===== src/rtl/mux_scan_sequencer_pkg.sv =====
// Shared encodings for the mux scan sequencer: FSM states, step-rate codes
// and the helper that turns a rate code into a step period in clock cycles.
package mux_scan_sequencer_pkg;

    typedef enum logic [1:0] {
        IDLE = 2'd0,
        SCAN = 2'd1,
        DONE = 2'd2
    } state_e;

    typedef enum logic [1:0] {
        RATE_FULL = 2'b00,
        RATE_1X   = 2'b01,
        RATE_2X   = 2'b10,
        RATE_4X   = 2'b11
    } rate_e;

    localparam logic [2:0] LAST_SEL = 3'd6;

    function automatic logic [31:0] rate_period(input rate_e rate, input logic [31:0] ticks);
        logic [31:0] p;
        case (rate)
            RATE_FULL: p = 32'd1;
            RATE_1X:   p = ticks;
            RATE_2X:   p = ticks << 1;
            RATE_4X:   p = ticks << 2;
            default:   p = 32'd1;
        endcase
        return p;
    endfunction

endpackage


===== src/rtl/mux_scan_sequencer_rate_divider.sv =====
// Down-counting rate divider: ticks when the count reaches zero and reloads
// period-1 on the same edge; load restarts the count from period-1.
module rate_divider #(
    parameter int unsigned WIDTH = 28
) (
    input  logic             clock,
    input  logic             resetn,
    input  logic             load,
    input  logic [WIDTH-1:0] period,
    output logic             tick
);

    logic [WIDTH-1:0] cnt_q;
    logic [WIDTH-1:0] cnt_d;

    assign tick = (cnt_q == '0);

    // Next count: load or terminal count reloads, otherwise count down.
    always_comb begin
        cnt_d = cnt_q;
        if (load) begin
            cnt_d = period - WIDTH'(1);
        end else if (tick) begin
            cnt_d = period - WIDTH'(1);
        end else begin
            cnt_d = cnt_q - WIDTH'(1);
        end
    end

    // Counter register with synchronous active-low reset.
    always_ff @(posedge clock) begin
        if (!resetn) begin
            cnt_q <= '0;
        end else begin
            cnt_q <= cnt_d;
        end
    end

endmodule


===== src/rtl/mux_scan_sequencer.sv =====
// Steps a 7-to-1 mux select through codes 0..6 at a latched rate and
// reassembles the sampled mux output into a 7-bit captured word.
module mux_scan_sequencer
    import mux_scan_sequencer_pkg::*;
#(
    parameter int unsigned TICKS_PER_SEC = 50000000,
    parameter int unsigned DIV_WIDTH     = 28
) (
    input  logic       clock,
    input  logic       resetn,
    input  logic       start,
    input  logic [1:0] period_sel,
    input  logic       mux_bit,
    output logic [2:0] mux_select,
    output logic [6:0] captured,
    output logic       busy,
    output logic       done
);

    state_e                 state_q, state_d;
    logic [2:0]             sel_q, sel_d;
    logic [6:0]             captured_q, captured_d;
    logic [DIV_WIDTH-1:0]   period_q, period_d;
    logic                   busy_q, busy_d;
    logic                   done_q, done_d;
    logic                   load_s;
    logic                   tick_s;

    // period_d is fed straight through so the divider loads the new period on scan entry.
    rate_divider #(.WIDTH(DIV_WIDTH)) u_div (
        .clock  (clock),
        .resetn (resetn),
        .load   (load_s),
        .period (period_d),
        .tick   (tick_s)
    );

    // Next-state, select stepping and capture.
    always_comb begin
        state_d    = state_q;
        sel_d      = sel_q;
        captured_d = captured_q;
        period_d   = period_q;
        load_s     = 1'b0;
        case (state_q)
            IDLE, DONE: begin
                sel_d = 3'd0;
                if (start) begin
                    state_d    = SCAN;
                    captured_d = 7'd0;
                    period_d   = DIV_WIDTH'(rate_period(rate_e'(period_sel), 32'(TICKS_PER_SEC)));
                    load_s     = 1'b1;
                end else begin
                    state_d = state_q;
                end
            end
            SCAN: begin
                if (tick_s) begin
                    if (sel_q <= LAST_SEL) begin
                        captured_d[sel_q] = mux_bit;
                    end else begin
                        captured_d = captured_q;
                    end
                    if (sel_q >= LAST_SEL) begin
                        state_d = DONE;
                        sel_d   = 3'd0;
                    end else begin
                        sel_d = sel_q + 3'd1;
                    end
                end else begin
                    sel_d = sel_q;
                end
            end
            default: begin
                state_d    = IDLE;
                sel_d      = 3'd0;
                captured_d = 7'd0;
            end
        endcase
        busy_d = (state_d == SCAN);
        done_d = (state_d == DONE);
    end

    // State and output registers; reset aborts any scan in progress.
    always_ff @(posedge clock) begin
        if (!resetn) begin
            state_q    <= IDLE;
            sel_q      <= 3'd0;
            captured_q <= 7'd0;
            period_q   <= DIV_WIDTH'(1);
            busy_q     <= 1'b0;
            done_q     <= 1'b0;
        end else begin
            state_q    <= state_d;
            sel_q      <= sel_d;
            captured_q <= captured_d;
            period_q   <= period_d;
            busy_q     <= busy_d;
            done_q     <= done_d;
        end
    end

    assign mux_select = sel_q;
    assign captured   = captured_q;
    assign busy       = busy_q;
    assign done       = done_q;

endmodule


===== config.mk =====
export PLATFORM = sky130hd
export DESIGN_NAME = mux_scan_sequencer
export DESIGN_NICKNAME = d
export VERILOG_FILES = /design/src/rtl/mux_scan_sequencer_pkg.sv /design/src/rtl/mux_scan_sequencer_rate_divider.sv /design/src/rtl/mux_scan_sequencer.sv
export SDC_FILE = /design/constraint.sdc
export NUM_CORES = 1
export LEC_CHECK = 0
export CORE_MARGIN = 1.5
export CORE_UTILIZATION = 42
export DETAILED_ROUTE_END_ITERATION = 16
export GPL_ROUTABILITY_DRIVEN = 0
export SLEW_MARGIN = 10
export SYNTH_ARGS = -nofsm -noshare
export SYNTH_HDL_FRONTEND = slang
export SYNTH_SLANG_ARGS = --single-unit

===== constraint.sdc =====
create_clock -name clock -period 3.8 [get_ports clock]
set_clock_uncertainty 0.2 [all_clocks]
set_input_delay 0.76 -clock clock [delete_from_list [all_inputs] [get_ports clock]]
set_output_delay 0.76 -clock clock [all_outputs]
set_load 0.02 [all_outputs]

Word-level counts from Yosys, hierarchy flattened
Index checks and enable logic that the tools add are counted.
{"block": "op_classes", "n_addsub": 3, "magnitude_cmp": 4, "eq_ne": 10, "n_mux": 19, "reduce_logical": 7}
{"operator": "2-to-1 mux 28 bit", "count": 4}
{"operator": "one-hot mux 28 bit (4 select lines)", "count": 1}
{"operator": "subtractor 28 x 1 -> 28 bit (second input constant)", "count": 2}
{"operator": "logical NOT 28 bit", "count": 1}
{"operator": "2-to-1 mux 7 bit", "count": 3}
{"operator": "one-hot mux 7 bit (2 select lines)", "count": 1}
{"operator": "equality test 2 bit (second input constant)", "count": 4}
{"operator": "bitwise mux 7 bit", "count": 1}
{"operator": "equality test 2 x 1 -> 1 bit (second input constant)", "count": 3}
{"operator": "2-to-1 mux 2 bit", "count": 3}
{"operator": "inequality test 2 bit (second input constant)", "count": 3}
{"operator": "logical NOT 2 bit", "count": 2}
{"operator": "less-than comparator 3 x 4 -> 1 bit (second input constant)", "count": 1}
{"operator": "one-hot mux 2 bit (2 select lines)", "count": 1}
{"operator": "adder 3 x 1 -> 3 bit (second input constant)", "count": 1}
{"operator": "demux 1 bit (select 3 bit)", "count": 1}
{"operator": ">= comparator 3 x 1 -> 1 bit (second input constant)", "count": 1}
{"operator": ">= comparator 3 bit (second input constant)", "count": 1}
{"operator": "<= comparator 3 bit (second input constant)", "count": 1}
{"operator": "2-to-1 mux 1 bit", "count": 3}
{"operator": "2-to-1 mux 3 bit", "count": 1}
{"operator": "AND reduction 3 bit", "count": 1}
{"operator": "AND reduction 2 bit", "count": 1}
{"operator": "OR reduction 2 bit", "count": 1}
{"operator": "logical AND 1 bit", "count": 1}
{"block": "totals", "regBits": 70, "inputBits": 6, "out_inout_bits": 12, "wordCells": 50}

Longest topological paths before layout
{"block": "depth", "depth_word": 8, "ltp_mapped": 14, "depth_no_buf": 10}

Cells and area by module
Synthesis repeated with hierarchy kept, for this count alone.
{"block": "unflattened", "hier_cells": 444, "hier_area_um2": 3856.2}
{"module": "rate_divider", "n_inst": 1, "cells_per_inst": 248, "area_per_inst_um2": 2114.5}
{"module": "mux_scan_sequencer", "n_inst": 1, "cells_per_inst": 196, "area_per_inst_um2": 1741.7}

Least setup slack after synthesis
OpenSTA, ideal clock, no wires.
{"block": "synth_path", "path_kind": "input to register", "from": "in start", "to": "reg u_div.cnt_q[12]", "setup_time_ns": 0.117, "t_arrival_ns": 2.952, "setup_slack_ns": 0.531, "stages": 13, "n_path_buf": 6, "cell_sequence": "nand2b_1 buf_2 buf_2 clkbuf_1 buf_2 clkbuf_1 nand2_1 ha_1 clkbuf_1 nand4_1 nor2_1 xor2_1 a32o_1"}
{"block": "synth_between", "elab_chain_cells": 5, "word_cells_on_any_way": 7, "cone_classes": "add/sub (1); mux (6)"}
{"item": "start, declared", "line": "mux_scan_sequencer.sv:11", "source": "input logic start,"}
{"item": "2-to-1 mux 28 bit", "line": "mux_scan_sequencer.sv:48", "source": "if (start) begin"}
{"item": "2-to-1 mux 28 bit", "line": "mux_scan_sequencer.sv:45", "source": "case (state_q)"}
{"item": "subtractor 28 x 1 -> 28 bit", "line": "mux_scan_sequencer_rate_divider.sv:22, mux_scan_sequencer_rate_divider.sv:24"}
{"item": "2-to-1 mux 28 bit", "line": "mux_scan_sequencer_rate_divider.sv:23", "source": "end else if (tick) begin"}
{"item": "2-to-1 mux 28 bit (*)", "line": "mux_scan_sequencer_rate_divider.sv:21", "source": "if (load) begin"}
{"item": "end signal, assigned", "line": "mux_scan_sequencer_rate_divider.sv:35", "source": "cnt_q <= cnt_d;"}
{"item": "end, declared", "line": "mux_scan_sequencer_rate_divider.sv:13", "source": "logic [WIDTH-1:0] cnt_q;"}
Every way passes the cells marked *; elsewhere a longest branch is shown, timed or not.
A chain may end at the register's enable or synchronous reset.

Worst setup path in the final report
{"block": "layout_path", "from": "in period_sel[1]", "to": "reg u_div.cnt_q[26]"}
{"block": "layout_between", "elab_chain_cells": 7, "word_cells_on_any_way": 10, "cone_classes": "add/sub (1); eq/ne (3); mux (5); reduce/logical (1)"}
{"item": "start, declared", "line": "mux_scan_sequencer.sv:12", "source": "input logic [1:0] period_sel,"}
{"item": "equality test 2 bit, or another cell as far along", "line": "mux_scan_sequencer_pkg.sv:22", "source": "case (rate)"}
{"item": "one-hot mux 28 bit (4 select lines) (*)", "line": "mux_scan_sequencer_pkg.sv:22"}
{"item": "2-to-1 mux 28 bit (*)", "line": "mux_scan_sequencer.sv:48"}
{"item": "2-to-1 mux 28 bit (*)", "line": "mux_scan_sequencer.sv:45"}
{"item": "subtractor 28 x 1 -> 28 bit (*)", "line": "mux_scan_sequencer_rate_divider.sv:22, mux_scan_sequencer_rate_divider.sv:24"}
{"item": "2-to-1 mux 28 bit", "line": "mux_scan_sequencer_rate_divider.sv:23"}
{"item": "2-to-1 mux 28 bit (*)", "line": "mux_scan_sequencer_rate_divider.sv:21"}
Every way passes the cells marked *; elsewhere a longest branch is shown, timed or not. The select of a mux whose other input is x is not followed.

==> run_results.csv <==
group,metric,value,unit
setup_path,slowest_stage,"clkdlybuf4s50_1",
setup_path,cp_top_family,"compound AO/OA/AOI/OAI gates",
layout,drive_gt1_share,11.4,%
timing,tightest_slew,691,ps
setup_path,rr_worst_depth,8,
clocking,ctsResizeCount,0,
logic_synthesis,synth_compound_area_share,20.5,%
global_route,antenna_found_initial,0,
setup_path,endpoint_kind,"flip-flop",
logic_synthesis,synth_top_family_by_area,"simple AND/OR/NAND/NOR gates",
floorplan,row_count,35,
timing,fin_ws,536,ps
timing,period_share,85.9,%
floorplan,core_area,9200,um2
clocking,cts_setup_buffers,0,
timing,max_freq,306,MHz
setup_path,crit_fanout,8,
logic_synthesis,synthAdderAreaFrac,2.21,%
clocking,cts_tree,"yes",
timing,setup_violations,0,
floorplan,fp.dieW,100,um
setup_path,worstPathRequired,3860,ps
clocking,cts-root-buf,"clkbuf_8",
setup_path,crit_cells,10,
power,powerDensity,440,nW/um2
logic_synthesis,async_reset_ff_share,0,%
global_route,grt_util_met1,29.0,%
timing,finalSetupTns,0,ps
global_route,grt_max_degree,29,
setup_path,critPathBufInv,2,
route,wl_per_cell,17.3,um
power,power.total,1.98,mW
logic_synthesis,yosysSeqAreaShare,35.4,%
logic_synthesis,synth_mux_area_share,1.52,%
logic_synthesis,synth_top_cell_area_share,35.4,%
clocking,clk_path_buf_depth,2,
layout,areaGrowthSynthToFinish,13.5,%
layout,nets,510,
setup_path,cp_common_cell,"ha_1",
global_route,grt_pass1_vias,3489,
logic_synthesis,synthXorXnorAreaFrac,7.30,%
clocking,clk_latency,350,ps
timing,fin_crit,3260,ps
logic_synthesis,ys_types,70,
floorplan,start_util,43.1,%
timing,timing.slew.headroom,53.9,%
floorplan,io_pins,18,
logic_synthesis,synth_top_area_cell,"dfxtp_1",
clocking,clk_pin_slew,80,ps
clocking,htreeDepth,3,
route,drtIter0Drc,206,
logic_synthesis,synth_area,3960,um2
power,ir_drop,205,uV
logic_synthesis,ys.flop_type,"dfxtp_1",
setup_path,slowest_delay,530,ps
layout,final_cells,612,
power,p_leak,1.71,nW
logic_synthesis,synth.top_cells.by_area,"dfxtp_1 35%, a21oi_1 5.7%, nor2_1 5.5%",
hold_path,holdPathStages,1,
layout,diodes,0,
logic_synthesis,yosysWarningCount,0,
route,num_vias,3586,
global_route,grt.overflow.total,0,
layout,final_area,4490,um2
place,post-place-ws,199,ps
setup_path,crit_type,"primary input to flip-flop",
layout,final_util,48.9,%
flow_run,cap_violations,0,
floorplan,die_area,10000,um2
setup_path,startpoint_type,"primary input",
route,ant_nets,0,
route,wirelength,10600,um
logic_synthesis,avgSynthCellArea,8.23,um2
route,dr.pass1.iters,5,
logic_synthesis,synth_seq_cells,70,
status,outcome,"completed",
logic_synthesis,synth_cells,481,
clocking,numCtsBuffers,9,
place,dp_hpwl,7820,um
clocking,cts_hold_buf,0,
hold_path,hold_path_class,"flip-flop to flip-flop",
setup_path,cp_cell_sequence,"clkdlybuf4s50_1 -> inv_1 -> ha_1 -> nand3b_1 -> a21boi_0 -> ha_1 -> nand3_2 -> or3_1 -> o31a_1 -> o32ai_1",
timing,rsz0062_at_grt,"false",
logic_synthesis,synth-simple-area-share,29.2,%
setup_path,cp.arrival,3320,ps
global_route,met2_usage,36.6,%
place,portBuffers,17,
place,place_area,4280,um2
timing,finalHoldViolCount,0,
global_route,grt.total_usage,22.3,%
route,detail_route.vias_per_cell,5.86,
global_route,grt_pass1_wl,17600,um
logic_synthesis,synth_edf_count,0,
logic_synthesis,yosysMostFrequentCell,"dfxtp_1",
route,drc,0,
timing,final_max_slew_viol_count,0,
place,dpl.cell_count,597,
timing,worst_hold_slack,300,ps
logic_synthesis,synthTopCellsByCount,"70 x dfxtp_1, 58 x nor2_1, 45 x a21oi_1",
floorplan,dieHeight,100,um
logic_synthesis,synth_nets,494,
global_route,met3_usage,4.04,%
global_route,grt.busiest_layer,"met2",
clocking,cts.sinks,70,
[registers in the layout, indices dropped and copies added, names as in the netlist]
signal and count:
busy 1, period_q 28, done 1, u_div.cnt_q 28, mux_select 3, state_q 2, captured 7
[metal layers]
| layer | wire length, um | share of wire [%] |
|---|---|---|
| met1 | 5030 | 47 |
| met3 | 409 | 3.9 |
| met5 | 0 | 0 |
| met4 | 199 | 1.9 |
| met2 | 4950 | 47 |
[worst reg2reg max path: stages, from the launching register on]
cell	delay, ps
dfxtp_1	340
inv_1	60
ha_1	180
nor4b_2	380
nand4b_4	270
o21ai_2	640
buf_4	330
o21ai_0	110
a211oi_1	210
[area by class of cell]
cell class | instances | area, um2
multi-input cells | 374 | 2410
fillers | 922 | 4700
clock buffers | 10 | 128
repair buffers | 35 | 305
inverters | 7 | 26.3
well taps | 111 | 139
flip-flops and latches | 70 | 1400
clock inverters | 5 | 85.1
[cells in the final DEF, fill, tap and decap left out, types with 6 or more instances in the layout]
cell,Yosys,layout
dfxtp_1,70,70
xor2_1,17,17
clkdlybuf4s50_1,0,17
nand3_1,12,12
buf_4,1,18
a211oi_1,10,10
and3_1,10,10
a21oi_1,45,45
nand2_1,35,35
mux2i_1,6,6
nor2_1,58,58
o21ai_0,18,18
nor3_1,19,19
nor4_1,12,12
ha_1,7,7
clkbuf_8,0,9
inv_1,7,7
nand4_1,7,7
xnor2_1,16,16
o31ai_1,8,8
[cell families (layout without fill, tap and decap cells)]
group	Yosys count	in the layout
simple gates	204	204
compound gates	124	124
flops	70	70
buf+inv	37	57
xor+xnor	33	33
fa+ha+maj	7	7
mux	6	6
[report_power, final]
group	switching, mW	internal, mW	leakage, nW
Sequential	0.0700	0.787	0.573
Clock	0.289	0.369	0.103
Combinational	0.269	0.193	1.04
Total	0.628	1.35	1.71
[path summary, 6_finish.rpt]
check        slack [ps]                         end                 startpoint
max                 540  u_div.cnt_q[26]$_SDFF_PN0_              period_sel[1]
min                 300     period_q[10]$_SDFF_PN0_    period_q[10]$_SDFF_PN0_
max reg2reg         990  u_div.cnt_q[25]$_SDFF_PN0_  u_div.cnt_q[0]$_SDFF_PN0_
min reg2reg         300     period_q[10]$_SDFF_PN0_    period_q[10]$_SDFF_PN0_
Note: power is estimated with default switching activity, not from simulation.
